`config.mk`:
```
export PLATFORM = sky130hd
export DESIGN_NAME = operand_sequencer
export DESIGN_NICKNAME = d
export VERILOG_FILES = /design/src/rtl/operand_sequencer.sv
export SDC_FILE = /design/constraint.sdc
export NUM_CORES = 1
export LEC_CHECK = 0
export CORE_UTILIZATION = 60
export CTS_CLUSTER_DIAMETER = 120
export DETAILED_ROUTE_END_ITERATION = 12
export DONT_BUFFER_PORTS = 1
export PLACE_DENSITY = 0.81
export SYNTH_ARGS = -nofsm -noshare
export SYNTH_HDL_FRONTEND = slang
export SYNTH_SLANG_ARGS = --single-unit
```
`constraint.sdc`:
```
create_clock -name clk -period 2.61 [get_ports clk]
set_clock_uncertainty 0.1 [all_clocks]
set_input_delay 0.522 -clock clk [delete_from_list [all_inputs] [get_ports clk]]
set_output_delay 0.522 -clock clk [all_outputs]
set_load 0.02 [all_outputs]
```
`src/rtl/operand_sequencer.sv`:
```
// Operand producer: debounces the step button, walks the operand ROM address
// and presents each fetched {OpA, OpB} pair with a valid flag.
module operand_sequencer #(
    parameter int DEBOUNCE_CYCLES = 500000,
    parameter int ADDR_W          = 4,
    parameter int LAST_ADDR       = 15
) (
    input  logic              clk,
    input  logic              reset,
    input  logic              step_n,
    output logic [ADDR_W-1:0] rom_addr,
    input  logic [15:0]       rom_data,
    output logic [7:0]        OpA,
    output logic [7:0]        OpB,
    output logic              valid,
    output logic              busy
);

    localparam int CW = (DEBOUNCE_CYCLES > 1) ? $clog2(DEBOUNCE_CYCLES) : 1;
    localparam logic [CW-1:0]     CNT_LAST  = CW'(DEBOUNCE_CYCLES - 1);
    localparam logic [ADDR_W-1:0] ADDR_LAST = ADDR_W'(LAST_ADDR);

    typedef enum logic [1:0] {FETCH, CAPTURE, IDLE} state_t;

    logic [1:0]    sync;
    logic          stable;
    logic          stable_d;
    logic [CW-1:0] cnt;
    logic          press;

    // The counter only runs while the synchronized level disagrees with the
    // accepted level, so any agreeing sample restarts the qualification.
    always_ff @(posedge clk) begin
        if (reset) begin
            sync     <= 2'b11;
            stable   <= 1'b1;
            stable_d <= 1'b1;
            cnt      <= '0;
        end else begin
            sync     <= {sync[0], step_n};
            stable_d <= stable;
            if (sync[1] == stable) begin
                cnt <= '0;
            end else if (cnt == CNT_LAST) begin
                stable <= sync[1];
                cnt    <= '0;
            end else begin
                cnt <= cnt + 1'b1;
            end
        end
    end

    assign press = stable_d & ~stable;

    state_t            state, state_n;
    logic [ADDR_W-1:0] addr_n;
    logic [7:0]        opa_n, opb_n;
    logic              valid_n, busy_n;

    always_ff @(posedge clk) begin
        if (reset) begin
            state    <= FETCH;
            rom_addr <= '0;
            OpA      <= '0;
            OpB      <= '0;
            valid    <= 1'b0;
            busy     <= 1'b1;
        end else begin
            state    <= state_n;
            rom_addr <= addr_n;
            OpA      <= opa_n;
            OpB      <= opb_n;
            valid    <= valid_n;
            busy     <= busy_n;
        end
    end

    // Presses outside IDLE fall through the default hold and are lost.
    always_comb begin
        state_n = state;
        addr_n  = rom_addr;
        opa_n   = OpA;
        opb_n   = OpB;
        valid_n = valid;
        busy_n  = busy;
        case (state)
            FETCH: state_n = CAPTURE;
            CAPTURE: begin
                state_n = IDLE;
                opa_n   = rom_data[15:8];
                opb_n   = rom_data[7:0];
                valid_n = 1'b1;
                busy_n  = 1'b0;
            end
            IDLE: begin
                if (press) begin
                    addr_n  = (rom_addr == ADDR_LAST) ? '0 : rom_addr + 1'b1;
                    valid_n = 1'b0;
                    busy_n  = 1'b1;
                    state_n = FETCH;
                end
            end
            default: state_n = FETCH;
        endcase
    end

endmodule

```
==> flow_summary.yaml <==
status:
  status: "finished, violations left"
  violations: "design-rule violations"
synth:
  netlist_instances: 216
  postSynthNetCount: 237
  synth_edf_count: 0
  dominantRegCellSynth: "dfxtp_1"
  synth_warnings: 0
  synth_common_cells: "47 x dfxtp_1, 44 x nand2_1, 27 x a21oi_1"
  netlist.area_leader.share_pct: 50.88
  yosys-top-cells-area: "dfxtp_1 51%, nand2_1 8.9%, a21oi_1 7.3%"
  yosys.area.top_type: "dfxtp_1"
  synth_cell_types: 32
  syn_area_um2: 1849
  async_reset_ff_share_pct: 0
  synth-seq-area-share_pct: 50.88
  ys_ff_latch: 47
  yosysMostFrequentCell: "dfxtp_1"
  avgSynthCellArea_um2: 8.561
routing:
  wl_per_cell_um: 14.01
  vias: 1482
  drtIter0Drc: 76
  top_layer: "met4"
  route.detailed.drc: 2
  drt-met1-wl_um: 1475
  vias_per_cell: 5.976
  wl_met2_um: 1738
  wl_um: 3475
  firstDrtPassIters: 8
  dr_wl_met3_um: 180
  ant_nets: 0
floorplan:
  die_w_um: 57.52
  dieArea_um2: 3308
  pin_count: 41
  fp.dieH_um: 57.52
  rows: 19
  initial_core_util_pct: 65.37
  core_um2: 2829
clock_network:
  ctsLongestPathBuffers: 2
  htreeDepth: 2
  cts_hold_buf: 0
  postCtsSetupBuffers: 0
  clkSinkCount: 47
  numCtsBuffers: 5
  clock_latency_ns: 0.36
  path_clk_slew_ns: 0.14
  root_buffer: "clkbuf_4"
  cts_resized: 0
  cts_tree: "built"
critical_path:
  cp.required_ns: 2.80
  crit_buf_inv: 0
  worstSetupPathType: "reg2reg"
  cp_max_fo: 8
  cp_top_family: "simple AND/OR/NAND/NOR gates"
  crit_slowest_cell: "or4_1"
  end_kind: "flop"
  worst_path_largest_cell_delay_ns: 0.63
  startpoint_type: "flop"
  arrival_ns: 2.26
  crit_chain: "nand3_2, or4_1, or3_2, a21oi_1"
placement:
  dpl_worst_slack_ns: 0.5926
  io_buffers: 0
  placed_area_um2: 1869
  globalplace.congestion: 0.8029
  post-dp-hpwl_um: 2520
final_layout:
  syn2layout_area_growth_pct: 5.954
  regArea_um2: 940.9
  drive_gt1_share_pct: 9.217
  finalInstanceArea_um2: 1959
  final_nets: 237
  n_antenna_cell: 0
  multi_input_area_um2: 852.1
  fillers: 230
global_routing:
  grt_max_degree: 30
  grtUsageTotal_pct: 22.98
  antenna_found_initial: 0
  grt_pass1_vias: 1431
  grt-ovfl-total: 0
  grt_pass1_wl_um: 5844
power_and_ir_drop:
  leakage_uw: 0.0006564
  p_total_uw: 1323
  powerDensity_nw_per_um2: 675.0
  vdd_drop_max_v: 0.0004468
timing:
  maxSlewHeadroom_pct: 55.53
  tns_ns: 0
  clock.fmax_ghz: 0.4827
  min_period_over_period_pct: 79.37
  worstMarginPinSlew_ns: 0.6671
  fin_ws_ns: 0.5385
  setup_violations: 0
  slew_violations: 0
  fin_crit_ns: 2.071
  grt_setup_unrepaired: "false"
  hold_viol_final: 0
worst_hold_path:
  hold_class: "in2reg"
job:
  max_cap_violations: 0
-- metal layers --
metal | track usage, % | up-vias
li1 | - | 734
met2 | 40.37 | 44
met5 | 0 | -
met1 | 25.47 | 696
met3 | 6.122 | 8
met4 | 11.50 | 0
-- final cells by class --
| type | instances | share of cell area (%) |
|---|---|---|
| tap | 31 | 1.980 |
| timing repair buffer | 3 | 1.149 |
| multi-input combinational | 155 | 43.49 |
| sequential | 47 | 48.02 |
| clock inverter | 2 | 1.980 |
| clock buffer | 6 | 2.618 |
| inverter | 4 | 0.7663 |
-- cells in the final DEF, fill, tap and decap left out, types with 2 or more instances in the layout --
cell type	n
or3_2	3
buf_4	3
inv_1	4
and4_1	3
nand4_1	8
ha_1	2
xor2_1	11
clkbuf_4	5
nor3_1	3
a21oi_1	27
nand3_1	4
o21ai_0	5
nor2b_1	2
xnor2_1	4
or4_1	2
or2_2	2
dfxtp_1	47
nor4_1	2
nand2_1	44
nand3b_1	2
nor2_1	21
-- worst reg2reg max path, delay by kind of cell (launching register included) --
| family | cells | cell delay, ns |
|---|---|---|
| simple gates | 3 | 1.24 |
| flops | 1 | 0.48 |
| compound gates | 1 | 0.18 |
-- per-stage QoR --
| step | std cells | utilization (%) | hold WS (ns) |
|---|---|---|---|
| final | 248 | 69.26 | 0.1017 |
| after global routing | 248 | 69.26 | 0.07242 |
| after CTS | 248 | 69.26 | 0.08598 |
| after detailed placement | 240 | 66.08 | 0.3270 |
| after global placement | 240 | 66.08 | 0.2916 |
| after floorplan | 216 | - | 0.2895 |
-- kinds of logic after synthesis --
logic type	share of synthesized area [%]
AO/OA/AOI/OAI	10.28
XOR/XNOR	7.104
adder cells (fa/ha/maj)	1.353
buffers and inverters	3.044
flip-flops	50.88
multiplexers	0.5413
AND/OR/NAND/NOR	26.79
-- state kept, by name (all words and copies together) (netlist names) --
register and flops:
stable_d 1, cnt 19, valid 1, OpB 8
sync 2, busy 1, rom_addr 4, state 2
OpA 8, stable 1
-- path summary, 6_finish.rpt --
kind                 endpoint    start  slack, ns  depth (start not counted)
setup / recovery      cnt[16]   cnt[9]       0.54                          4
hold / removal    rom_addr[0]    reset       0.10                          1
setup reg to reg      cnt[16]   cnt[9]       0.54                          4
hold reg to reg       sync[1]  sync[0]       0.35                          1
-- power breakdown --
group          switching, uW  total [uW]  internal [uW]  leakage [uW]
clock network            233         465            231     0.0000489
registers               47.1         793            746      0.000382
logic                   39.7        64.6           24.9      0.000225
Power figures use the tool's default switching activity.
